`src/rtl/br_stat_pkg.sv`:
```
// +----------------------------------------------------------------------+
// | br_stat_pkg                                                          |
// | Shared types and constants for the branch statistics monitor.        |
// | Revision: 1.0                                                        |
// +----------------------------------------------------------------------+
`default_nettype none

package br_stat_pkg;

  typedef enum logic [1:0] {
    ST_RUN   = 2'd0,
    ST_DRAIN = 2'd1,
    ST_DONE  = 2'd2
  } state_t;

  localparam logic [31:0] C_HALT_INSN = 32'h0000_006F;
  localparam logic [31:0] C_NOP_INSN  = 32'h0000_0013;

  function automatic int hist_idx_w(input int depth);
    return (depth > 1) ? $clog2(depth) : 1;
  endfunction

endpackage

`default_nettype wire

```
`src/rtl/br_sat_counter.sv`:
```
// +----------------------------------------------------------------------+
// | br_sat_counter                                                       |
// | Up-counter that sticks at all-ones; reset/clear return it to zero.   |
// | Revision: 1.0                                                        |
// +----------------------------------------------------------------------+
`default_nettype none

module br_sat_counter #(
  parameter int CNT_WIDTH = 32
) (
  input  logic                 clk_i,
  input  logic                 rst_i,
  input  logic                 clr_i,
  input  logic                 inc_i,
  output logic [CNT_WIDTH-1:0] cnt_o
);

  logic [CNT_WIDTH-1:0] r_cnt;

  always_ff @(posedge clk_i) begin
    if (rst_i || clr_i) begin
      r_cnt <= '0;
    end else if (inc_i && (r_cnt != '1)) begin
      r_cnt <= r_cnt + CNT_WIDTH'(1);
    end
  end

  assign cnt_o = r_cnt;

endmodule

`default_nettype wire

```
`src/rtl/br_stat_monitor.sv`:
```
// +----------------------------------------------------------------------+
// | br_stat_monitor                                                      |
// | Branch/fetch performance counters for one program run, frozen at     |
// | halt. Optional miss-PC history ring enabled by macro MISS_HIST_EN.   |
// | Revision: 1.0                                                        |
// +----------------------------------------------------------------------+
`default_nettype none

module br_stat_monitor
  import br_stat_pkg::*;
#(
  parameter int          CNT_WIDTH    = 32,
  parameter logic [31:0] HALT_INSN    = C_HALT_INSN,
  parameter logic [31:0] NOP_INSN     = C_NOP_INSN,
  parameter int          DRAIN_CYCLES = 4,
  parameter int          MISS_DEPTH   = 8
) (
  input  logic                 clk_i,
  input  logic                 rst_i,
  input  logic                 clr_i,
  input  logic                 br_miss_i,
  input  logic                 br_instr_i,
  input  logic [31:0]          instr_i,
  input  logic [31:0]          t_instr_i,
  output logic [CNT_WIDTH-1:0] cycle_cnt_o,
  output logic [CNT_WIDTH-1:0] fetch_cnt_o,
  output logic [CNT_WIDTH-1:0] br_cnt_o,
  output logic [CNT_WIDTH-1:0] miss_cnt_o,
  output logic                 busy_o,
  output logic                 done_o,
  output logic                 done_pulse_o,
`ifdef MISS_HIST_EN
  input  logic [hist_idx_w(MISS_DEPTH)-1:0] hist_idx_i,
  output logic [31:0]          hist_pc_o,
  output logic                 hist_vld_o,
`endif
  output logic                 proto_err_o
);

  localparam int c_DRN_W = $clog2(DRAIN_CYCLES + 1);
  localparam logic [c_DRN_W-1:0] c_DRAIN_LOAD = c_DRN_W'(DRAIN_CYCLES - 1);

  state_t             r_state, w_state_nxt;
  logic [c_DRN_W-1:0] r_drain, w_drain_nxt;
  logic               r_pulse, w_pulse_nxt;
  logic               r_perr,  w_perr_nxt;

  logic w_active;
  logic w_inc_fetch;
  logic w_inc_br;
  logic w_inc_miss;

  assign w_active    = (r_state != ST_DONE);
  // The halt self-loop refetches HALT every cycle; only its first fetch counts.
  assign w_inc_fetch = w_active && (instr_i != NOP_INSN) &&
                       !((r_state == ST_DRAIN) && (instr_i == HALT_INSN));
  assign w_inc_br    = w_active && br_instr_i;
  assign w_inc_miss  = w_inc_br && br_miss_i;

  always_ff @(posedge clk_i) begin
    if (rst_i || clr_i) begin
      r_state <= ST_RUN;
      r_drain <= '0;
      r_pulse <= 1'b0;
      r_perr  <= 1'b0;
    end else begin
      r_state <= w_state_nxt;
      r_drain <= w_drain_nxt;
      r_pulse <= w_pulse_nxt;
      r_perr  <= w_perr_nxt;
    end
  end

  always_comb begin
    w_state_nxt = r_state;
    w_drain_nxt = r_drain;
    w_pulse_nxt = 1'b0;
    w_perr_nxt  = r_perr | (w_active & br_miss_i & ~br_instr_i);
    case (r_state)
      ST_RUN: begin
        if (instr_i == HALT_INSN) begin
          w_state_nxt = ST_DRAIN;
          w_drain_nxt = c_DRAIN_LOAD;
        end
      end
      ST_DRAIN: begin
        if (r_drain == '0) begin
          w_state_nxt = ST_DONE;
          w_pulse_nxt = 1'b1;
        end else begin
          w_drain_nxt = r_drain - c_DRN_W'(1);
        end
      end
      default: begin
      end
    endcase
  end

  br_sat_counter #(.CNT_WIDTH(CNT_WIDTH)) u_cycle_cnt (
    .clk_i(clk_i), .rst_i(rst_i), .clr_i(clr_i), .inc_i(w_active),    .cnt_o(cycle_cnt_o)
  );
  br_sat_counter #(.CNT_WIDTH(CNT_WIDTH)) u_fetch_cnt (
    .clk_i(clk_i), .rst_i(rst_i), .clr_i(clr_i), .inc_i(w_inc_fetch), .cnt_o(fetch_cnt_o)
  );
  br_sat_counter #(.CNT_WIDTH(CNT_WIDTH)) u_br_cnt (
    .clk_i(clk_i), .rst_i(rst_i), .clr_i(clr_i), .inc_i(w_inc_br),    .cnt_o(br_cnt_o)
  );
  br_sat_counter #(.CNT_WIDTH(CNT_WIDTH)) u_miss_cnt (
    .clk_i(clk_i), .rst_i(rst_i), .clr_i(clr_i), .inc_i(w_inc_miss),  .cnt_o(miss_cnt_o)
  );

  assign busy_o       = w_active;
  assign done_o       = (r_state == ST_DONE);
  assign done_pulse_o = r_pulse;
  assign proto_err_o  = r_perr;

`ifdef MISS_HIST_EN
  localparam int c_HW = hist_idx_w(MISS_DEPTH);

  logic [31:0]   r_hist_mem [MISS_DEPTH];
  logic [c_HW-1:0] r_wr_ptr;
  logic [c_HW:0]   r_hist_cnt;
  logic [c_HW-1:0] w_rd_ptr;

  always_ff @(posedge clk_i) begin
    if (rst_i || clr_i) begin
      r_wr_ptr   <= '0;
      r_hist_cnt <= '0;
    end else if (w_inc_miss) begin
      r_wr_ptr <= r_wr_ptr + c_HW'(1);
      if (r_hist_cnt != (c_HW + 1)'(MISS_DEPTH)) begin
        r_hist_cnt <= r_hist_cnt + (c_HW + 1)'(1);
      end
    end
  end

  always_ff @(posedge clk_i) begin
    if (!rst_i && !clr_i && w_inc_miss) begin
      r_hist_mem[r_wr_ptr] <= t_instr_i;
    end
  end

  // Depth is a power of two, so pointer arithmetic wraps naturally.
  assign w_rd_ptr   = r_wr_ptr - c_HW'(1) - hist_idx_i;
  assign hist_pc_o  = r_hist_mem[w_rd_ptr];
  assign hist_vld_o = ({1'b0, hist_idx_i} < r_hist_cnt);
`else
  localparam int c_unused_depth = MISS_DEPTH;
  logic w_unused_pc;
  assign w_unused_pc = ^t_instr_i;
`endif

endmodule

`default_nettype wire

```
`config.mk`:
```
export PLATFORM = sky130hd
export DESIGN_NAME = br_stat_monitor
export DESIGN_NICKNAME = d
export VERILOG_FILES = /design/src/rtl/br_stat_pkg.sv /design/src/rtl/br_sat_counter.sv /design/src/rtl/br_stat_monitor.sv
export SDC_FILE = /design/constraint.sdc
export NUM_CORES = 1
export LEC_CHECK = 0
export CAP_MARGIN = 5
export CORE_MARGIN = 1.5
export CORE_UTILIZATION = 40
export DETAILED_ROUTE_END_ITERATION = 12
export PLACE_DENSITY = 0.7
export SETUP_SLACK_MARGIN = 0.5
export SLEW_MARGIN = 20
export SYNTH_ARGS = -nofsm -noshare
export SYNTH_HDL_FRONTEND = slang
export SYNTH_SLANG_ARGS = --single-unit
```
`constraint.sdc`:
```
create_clock -name clk_i -period 6.6 [get_ports clk_i]
set_input_delay 1.98 -clock clk_i [delete_from_list [all_inputs] [get_ports clk_i]]
set_output_delay 1.98 -clock clk_i [all_outputs]
set_load 0.01 [all_outputs]
```
==> out/metrics.cfg, run 1 <==
[layout]
area_delta_synth_final_pct=37.76
multi_input_area_um2=3804
diodes=0
regArea_um2=2703
fin_area_um2=9189
drive_gt1_share_pct=6.633
final_nets=1057
utilization_pct=56.01
n_fill_cell=1488

[cts]
cts_tree=yes
h-tree-depth=4
post_cts_resized=0
clock_path_buffers=2
hold_buffers=0
ctsRootBufferMaster=clkbuf_16
clkTransAtPathRegs_ps=60
clock_sinks=135
clk_latency_ps=420
post_cts_buffers=0
cts_inserted_buffers=17

[setup_path]
start_kind=primary input
criticalPathCategory=in2reg
cp.required_ps=6960
worstSetupEndpointType=register
cp.arrival_ps=4420
crit_fanout=11
r2r_cells=6

[drt]
vias=6548
drt.antenna.violating_nets=0
drc_errors=0
wl_um=17580
dr.pass1.iters=5
routed_via_density=5.389
drt-initial-drc-count=426
routedWlPerCell_um=14.47

[logic_synthesis]
syn_inst=817
synth_edf_count=0
yosys-top-cells-area=dfxtp_1 41%, nor2_1 6.8%, xnor2_1 6.0%, nand4_1 4.6%, nand2_1 4.5%
syn_avg_cell_area_um2=8.164
yosysSeqAreaShare_pct=40.52
yosys_register_bits=135
synth_common_cells=135 x dfxtp_1, 121 x nor2_1, 80 x nand2_1
synth_top_area_share_pct=40.52
yosysUniqueCellTypes=53
async_flop_share_pct=0
synth_most_common_cell=dfxtp_1
synth_nets=892
synth_top_area_cell=dfxtp_1
yosysWarnings=0
syn-cell-area_um2=6670
ys.flop_type=dfxtp_1

[grt]
globalRouteOverflowTotal=0
grt_pass1_wl_um=28950
grtUsageTotal_pct=20.14
top_usage_layer=met2
grt_util_met1_pct=27.39
first_global_vias=5826
antenna_found_initial=1
grt_util_met2_pct=31.15
grt_max_degree=57
grtUsageMet3_pct=5.383

[place]
dpl_cell_area_um2=8543
gp_congestion=0.8827
port_buffers=168
dpl_worst_slack_ps=2181
dp_hpwl_um=12240

[timing]
tightest_slew_ps=1109
fin_crit_ps=4062
whs_ps=461.5
slew_headroom_pct=25.41
setup_viol=0
tns_ps=0
final.setup_skew_ps=8.636
fmax_ghz=0.2462
fin_crit_sh_pct=61.54
hold_viol=0
rsz0062_at_grt=false
fin_ws_ps=2538
slew_violations=0

[die]
die_w_um=132.1
rows=47
dieArea_um2=17460
ioPinCount=201
core_area_um2=16410
initial_core_util_pct=40.65
die_h_um=132.1

[flow_run]
drv_cap=0

[power_and_ir_drop]
p_per_area_nw_per_um2=205.9
leakage_nw=3.007
peakVddDrop_v=0.0001731

[status]
status=finished clean

[worst_hold_path]
hold_depth=2
hp-class=reg2reg

## state kept, by name, indices dropped and copies added, names as in the netlist
register and count:
done_pulse_o 1, proto_err_o 1, r_drain 3, r_state 2, u_br_cnt.cnt_o 32, u_cycle_cnt.cnt_o 32, u_fetch_cnt.cnt_o 32, u_miss_cnt.cnt_o 32
## routing by layer
layer / up-vias / routed length [um]
met3: 17 / 1277
met1: 3062 / 8382
li1: 3263 / -
met5: - / 13
met4: 2 / 242
met2: 204 / 7660
## where the power goes
group / internal (mW) / leakage (nW) / total (mW) / switching [mW]
combinational: 0.0294 / 1.61 / 0.0578 / 0.0284
sequential: 0.817 / 1.09 / 0.820 / 0.00272
clock: 0.661 / 0.312 / 1.01 / 0.353
total: 1.51 / 3.01 / 1.89 / 0.384
## kinds of logic after synthesis
| kind of cell | share of synthesized area (%) |
|---|---|
| AOI/OAI and AO/OA | 8.085 |
| and+or+nand+nor | 36.54 |
| buffers and inverters | 2.626 |
| adders and majority gates | 1.125 |
| xor gates and xnor gates | 10.50 |
| DFF | 40.52 |
| muxes | 0.6003 |
## worst max-delay path, cell delays in order
cell and delay (ps):
clkdlybuf4s50_1 590, nand2_1 300, a311oi_1 810, nand2_1 220, or4_1 450, nand2_1 70
## path summary, 6_finish.rpt
path | start | to | slack, ps
setup / recovery | br_instr_i | u_br_cnt.cnt_o[13] | 2540
hold / removal | proto_err_o | proto_err_o | 460
setup reg to reg | u_fetch_cnt.cnt_o[4] | u_fetch_cnt.cnt_o[23] | 3820
hold reg to reg | proto_err_o | proto_err_o | 460
## cell usage in the layout, fill, tap and decap left out, types with 12 or more instances in the layout
| master | n |
|---|---|
| nor4_1 | 20 |
| or3_1 | 23 |
| and4_1 | 13 |
| nand4_1 | 49 |
| a21oi_1 | 30 |
| nand2_1 | 80 |
| dfxtp_1 | 135 |
| xnor2_1 | 46 |
| clkdlybuf4s50_1 | 168 |
| clkbuf_16 | 17 |
| and2_1 | 12 |
| and3_1 | 18 |
| nor2_1 | 120 |
| nand3_1 | 48 |
| nor3_1 | 34 |
| o21ai_0 | 27 |
| xor2_1 | 34 |
## metrics by stage
step / std cells / total power, mW
finish: 1215 / 1.892
detailed placement: 1183 / 0.8962
CTS: 1215 / 1.918
floorplan: 817 / 0.8614
global placement: 1183 / 0.8960
global route: 1215 / 1.955
## final cells by class
type,instances,area share [%]
Inverter,11,0.4493
Timing Repair Buffer,174,18.79
Sequential cell,135,29.41
Clock inverter,12,1.879
Clock buffer,20,5.079
Tap cell,220,2.996
Multi-Input combinational cell,643,41.39
Power figures use the tool's default switching activity.
==> run 2, diff against run 1 <==
==> constraint.sdc (replaced) <==
create_clock -name clk_i -period 4.02 [get_ports clk_i]
set_input_delay 1.206 -clock clk_i [delete_from_list [all_inputs] [get_ports clk_i]]
set_output_delay 1.206 -clock clk_i [all_outputs]
set_load 0.01 [all_outputs]
==> run 2 against run 1 <==
Net effect: total power up 64%; routed wire length is 2.2% higher; worst setup slack got worse by 1600 ps; first-iteration DRC count down 18%; combinational power up 68%; register-to-register slack worse by 2300 ps; flip-flop and latch count is the same; utilization rose by 0.24 points; via count is 0.72% higher; final cell count is 0.41% higher; critical endpoint is now u_fetch_cnt.cnt_o[22]; largest power group unchanged.
==> out/metrics.cfg, run 2 (synthesis results as in run 1) <==
[power_and_ir_drop]
leakage_nw=3.027  ; +0.66%
p_per_area_nw_per_um2=335.7  ; +63%
peakVddDrop_v=0.0003048  ; +76%

[grt]
globalRouteOverflowTotal=0  ; unchanged
grt_pass1_wl_um=29800  ; +3.0%
antenna_found_initial=0  ; -1
first_global_vias=5926  ; +1.7%
grt_max_degree=32  ; -44%
grtUsageTotal_pct=20.81  ; +0.67 points

[die]
die_w_um=132.1  ; unchanged
die_h_um=132.1  ; unchanged
core_area_um2=16410  ; unchanged
rows=47  ; unchanged
dieArea_um2=17460  ; unchanged
initial_core_util_pct=40.65  ; unchanged
ioPinCount=201  ; unchanged

[cts]
cts_inserted_buffers=17  ; unchanged
post_cts_resized=0  ; unchanged
ctsRootBufferMaster=clkbuf_16
cts_tree=yes
clk_latency_ps=420  ; about the same
post_cts_buffers=0  ; unchanged
clock_sinks=135  ; unchanged
hold_buffers=0  ; unchanged
clkTransAtPathRegs_ps=60  ; about the same
h-tree-depth=4  ; unchanged
clock_path_buffers=2  ; unchanged

[layout]
layout_common_cells=168 x clkdlybuf4s50_1, 135 x dfxtp_1, 120 x nor2_1
n_fill_cell=1538  ; +3.4%
drive_gt1_share_pct=7.200  ; +0.57 points
layout_commonest_cell=clkdlybuf4s50_1
diodes=0  ; unchanged
area_delta_synth_final_pct=38.36
stdcell_count=1220  ; +0.41%
final_nets=1063  ; +0.57%

[setup_path]
crit_chain=clkdlybuf4s50_1, or4_1, a211oi_4, or4_1, or3_1, mux2i_1
crit_buf_inv=1  ; unchanged
crit_slowest_cell=or4_1
critical_path.max_stage_delay_ps=580  ; -230 ps
start_kind=primary input
criticalPathCategory=in2reg
r2r_setup_slack_ps=1490  ; -2330 ps
cp.arrival_ps=3430  ; -990 ps
path_common_cell=or4_1
cp.required_ps=4380  ; -2580 ps
worstSetupEndpointType=register
crit_fanout=9  ; -2
critPathTopFamily=simple AND/OR/NAND/NOR gates

[worst_hold_path]
hp-class=reg2reg

[place]
gp_congestion=0.8721  ; -1.2%
dp_cells=1189  ; +0.51%
dp_hpwl_um=12780  ; +4.4%
port_buffers=168  ; unchanged

[drt]
drt-initial-drc-count=351  ; -18%
routedWlPerCell_um=14.72  ; +1.8%
dr.pass1.iters=4  ; -1
drc_errors=0  ; unchanged
wl_um=17960  ; +2.2%
drt.antenna.violating_nets=0  ; unchanged
routed_via_density=5.406  ; +0.30%
vias=6595  ; +0.72%

[timing]
setup_viol=0  ; unchanged
fmax_ghz=0.3251
slew_violations=0  ; unchanged
tns_ps=0  ; unchanged
final.setup_skew_ps=7.703  ; -0.9330 ps
fin_crit_ps=3076
slew_headroom_pct=33.15  ; +7.7 points
fin_crit_sh_pct=76.52
hold_viol=0  ; unchanged
tightest_slew_ps=993.7  ; -115.0 ps
rsz0062_at_grt=false

[status]
status=finished clean

[flow_run]
drv_cap=0  ; unchanged

## run 2: cell count changes in the layout (fill, tap and decap cells not counted), sizes merged
cell	previous run	this run
buf	6	12
clkbuf	20	19
clkinv	5	4
clkinvlp	2	3
## run 2: area by class of cell
cell class                 count  area, um^2  area share, %
tap                          220       275.3          2.983
timing repair buffer         180        1772          19.20
inverter                      11       41.29         0.4474
clock inverter                12       175.2          1.898
sequential                   135        2703          29.28
clock buffer                  19       452.9          4.908
multi-input combinational    643        3810          41.28
## run 2: per-stage QoR
stage                     instance area, um^2  utilization, %  power [mW]  hold WS, ps  setup slack (ps)
after global placement                   8588           52.35       1.473        453.0             460.8
final                                    9229           56.25       3.098        469.7             943.8
after CTS                                9216           56.17       3.133        475.3             908.6
after detailed placement                 8588           52.35       1.474        461.7             489.3
after floorplan                          6670               -       1.414        443.0              1156
after global routing                     9229           56.25       3.202        488.6             856.1
## run 2: power breakdown
part           internal, mW  switching, mW  leakage [nW]
clock network          1.07          0.589         0.301
logic                0.0502         0.0468          1.64
registers              1.34        0.00454          1.09
## run 2: final timing paths
check | start | end | cells after the start
min reg2reg | proto_err_o | proto_err_o | 2
max | instr_i[2] | u_fetch_cnt.cnt_o[22] | 6
max reg2reg | r_state[0] | u_fetch_cnt.cnt_o[8] | 6
min | proto_err_o | proto_err_o | 2
## run 2: worst register-to-register path, cell delays in order, from the launching register on
cell	delay [ps]
dfxtp_1	390
nand2b_2	360
inv_1	110
buf_4	240
or4_1	710
or4_2	580
o21ai_0	80
## run 2: layer usage
metal  vias up  wire [um]  track usage (%)
li1       3291          -                -
met5         -          0                0
met1      3092       8507            28.74
met3        17       1215            5.229
met2       195       8037            32.08
met4         0        200            6.173
==> run 3, diff against run 2 <==
--- a/config.mk
+++ b/config.mk
@@ -9,7 +9,7 @@
 export CORE_MARGIN = 1.5
 export CORE_UTILIZATION = 40
 export DETAILED_ROUTE_END_ITERATION = 12
-export PLACE_DENSITY = 0.7
+export PLACE_DENSITY = 0.73
 export SETUP_SLACK_MARGIN = 0.5
 export SLEW_MARGIN = 20
 export SYNTH_ARGS = -nofsm -noshare
==> constraint.sdc (replaced) <==
create_clock -name clk_i -period 2.5 [get_ports clk_i]
set_input_delay 0.75 -clock clk_i [delete_from_list [all_inputs] [get_ports clk_i]]
set_output_delay 0.75 -clock clk_i [all_outputs]
set_load 0.01 [all_outputs]
==> run 3 against run 2 <==
Net effect: utilization is 7.4 points higher; clock-buffer cell count up 1; combinational power grew 76%; design area grew 13%; clock power grew 42%; largest power group unchanged.
==> out/metrics.cfg, run 3 (synthesis results as in run 1) <==
[status]
status=finished clean

[setup_path]
crit_fanout=7  ; -2
criticalPathCategory=reg2reg
worstSetupEndpointType=register
r2r_setup_slack_ps=250  ; -1240 ps
cp.required_ps=2810  ; -1570 ps
crit_chain=ha_4, and3_4, nand4_1, nor3_4, buf_12, buf_6, or4_4, or3_4, mux2i_1
cp.arrival_ps=2560  ; -870 ps
crit_slowest_cell=or4_4
start_kind=register
critical_path.max_stage_delay_ps=530  ; -50 ps

[layout]
stdcell_count=1316  ; +7.9%
area_delta_synth_final_pct=56.52
layout_common_cells=130 x dlygate4sd2_1, 119 x nor2_1, 78 x nand2_1, 78 x buf_4, 64 x dfxtp_2
regArea_um2=2816  ; +4.2%
diodes=0  ; unchanged
n_fill_cell=1358  ; -12%
final_nets=1158  ; +8.9%
layout_commonest_cell=dlygate4sd2_1
drive_gt1_share_pct=30.29  ; +23 points
multi_input_area_um2=4307  ; +13%

[drt]
dr.pass1.iters=4  ; unchanged
routed_via_density=5.393  ; -0.24%
wl_um=20550  ; +14%
routedWlPerCell_um=15.61  ; +6.0%
vias=7097  ; +7.6%
drt.antenna.violating_nets=0  ; unchanged
drc_errors=0  ; unchanged
drt-initial-drc-count=330  ; -6.0%

[timing]
fin_ws_ps=252.8  ; -691.1 ps
fin_crit_ps=2247
hold_viol=0  ; unchanged
slew_headroom_pct=69.77  ; +37 points
final.setup_skew_ps=13.05  ; +5.351 ps
whs_ps=464.9  ; -4.717 ps
setup_viol=0  ; unchanged
tightest_slew_ps=450.1  ; -543.6 ps
rsz0062_at_grt=true
fin_crit_sh_pct=89.89
fmax_ghz=0.4450
slew_violations=0  ; unchanged

[worst_hold_path]
hp-class=reg2reg

[place]
dp_hpwl_um=13060  ; +2.2%
port_buffers=168  ; unchanged
gp_congestion=0.8378  ; -3.9%
dpl_worst_slack_ps=-466.7  ; -956.0 ps
dp_cells=1230  ; +3.4%

[die]
dieArea_um2=17460  ; unchanged
die_h_um=132.1  ; unchanged
initial_core_util_pct=40.65  ; unchanged
die_w_um=132.1  ; unchanged
core_area_um2=16410  ; unchanged
ioPinCount=201  ; unchanged
rows=47  ; unchanged

[power_and_ir_drop]
p_per_area_nw_per_um2=447.7  ; +33%
cellInternalPower_mw=3.617  ; +47%
comb_power_share_pct=3.7  ; +0.6 points
leakage_nw=4.291  ; +42%
p_clk_share_pct=50.2  ; -3.2 points
p_sw_mw=1.057  ; +65%
power_frac_seq_pct=46.1  ; +2.6 points
sw_frac_of_total_pct=22.62  ; +1.9 points
peakVddDrop_v=0.0004290  ; +41%

[cts]
clock_path_buffers=2  ; unchanged
clk_latency_ps=420  ; about the same
cts_inserted_buffers=17  ; unchanged
ctsRootBufferMaster=clkbuf_16
clock_sinks=135  ; unchanged
h-tree-depth=4  ; unchanged
clkTransAtPathRegs_ps=60  ; about the same
cts_tree=yes

[grt]
grt_max_degree=41  ; +28%
globalRouteOverflowTotal=0  ; unchanged
first_global_vias=6610  ; +12%
grtUsageTotal_pct=22.38  ; +1.6 points
grt_pass1_wl_um=32250  ; +8.2%
antenna_found_initial=0  ; unchanged

[flow_run]
drv_cap=0  ; unchanged

-- run 3: changes by cell type in the layout (fill, tap and decap cells not counted), moves of 10 or more --
cell | before | now
clkdlybuf4s50_1 | 168 | 2
dlygate4sd2_1 | 0 | 130
dfxtp_1 | 135 | 62
buf_4 | 12 | 78
dfxtp_2 | 0 | 64
buf_6 | 0 | 22
clkdlybuf4s15_1 | 0 | 15
nor4_1 | 19 | 7
clkbuf_2 | 0 | 11
or3_4 | 1 | 11
-- run 3: worst max-delay path, delay by kind of cell (launching register included) --
family / cells / cell delay (ps)
flip-flops: 1 / 350
multiplexers: 1 / 120
AND/OR/NAND/NOR: 5 / 1280
buffers and inverters: 2 / 230
adder cells (fa/ha/maj): 1 / 160
-- run 3: final cells by class --
type	instances	share of cell area (%)
Clock buffer	20	4.279
Clock inverter	12	0.9947
Inverter	11	0.3955
Multi-Input combinational cell	643	41.25
Sequential cell	135	26.98
Tap cell	220	2.637
Timing Repair Buffer	275	23.47
-- run 3: final timing paths --
path                        startpoint               endpoint  depth (start not counted)
hold reg to reg             r_state[0]             r_state[0]                          2
hold / removal              r_state[0]             r_state[0]                          2
setup / recovery  u_fetch_cnt.cnt_o[1]  u_fetch_cnt.cnt_o[22]                          9
setup reg to reg  u_fetch_cnt.cnt_o[1]  u_fetch_cnt.cnt_o[22]                          9
-- run 3: what timing repair did --
action	in CTS	in global routing
hold buffers	0	0
endpoints found under the setup margin	215	108
gates cloned	2	1
resized for setup	338	102
buffers inserted	27	24
pin swaps	57	48
-- run 3: layer usage --
layer  wire, um  GRT usage [%]  share of wire, %
met1       9079          28.31                44
met2      10150          38.05                49
met3        967          4.883               4.7
met4        348          6.975               1.7
met5          0              0                 0
-- run 3: power by group through the flow --
stage | registers, mW | logic, mW | clock network, mW
2_1_floorplan | 2.21 | 0.0641 | 0
6_report | 2.16 | 0.171 | 2.35
4_1_cts | 2.16 | 0.169 | 2.38
3_3_place_gp | 2.21 | 0.176 | 0
5_1_grt | 2.16 | 0.186 | 2.49
3_5_place_dp | 2.21 | 0.179 | 0
-- run 3: through the flow --
stage                     setup TNS, ps  util, %  power, mW  instance area, um^2
after global routing                  0    63.63      4.832                10440
after detailed placement         -12490    54.82      2.389                 8994
after global placement           -11820    54.82      2.386                 8994
final                                 0    63.63      4.674                10440
after floorplan                       0        -      2.276                 6750
after CTS                             0    60.81      4.712                 9977
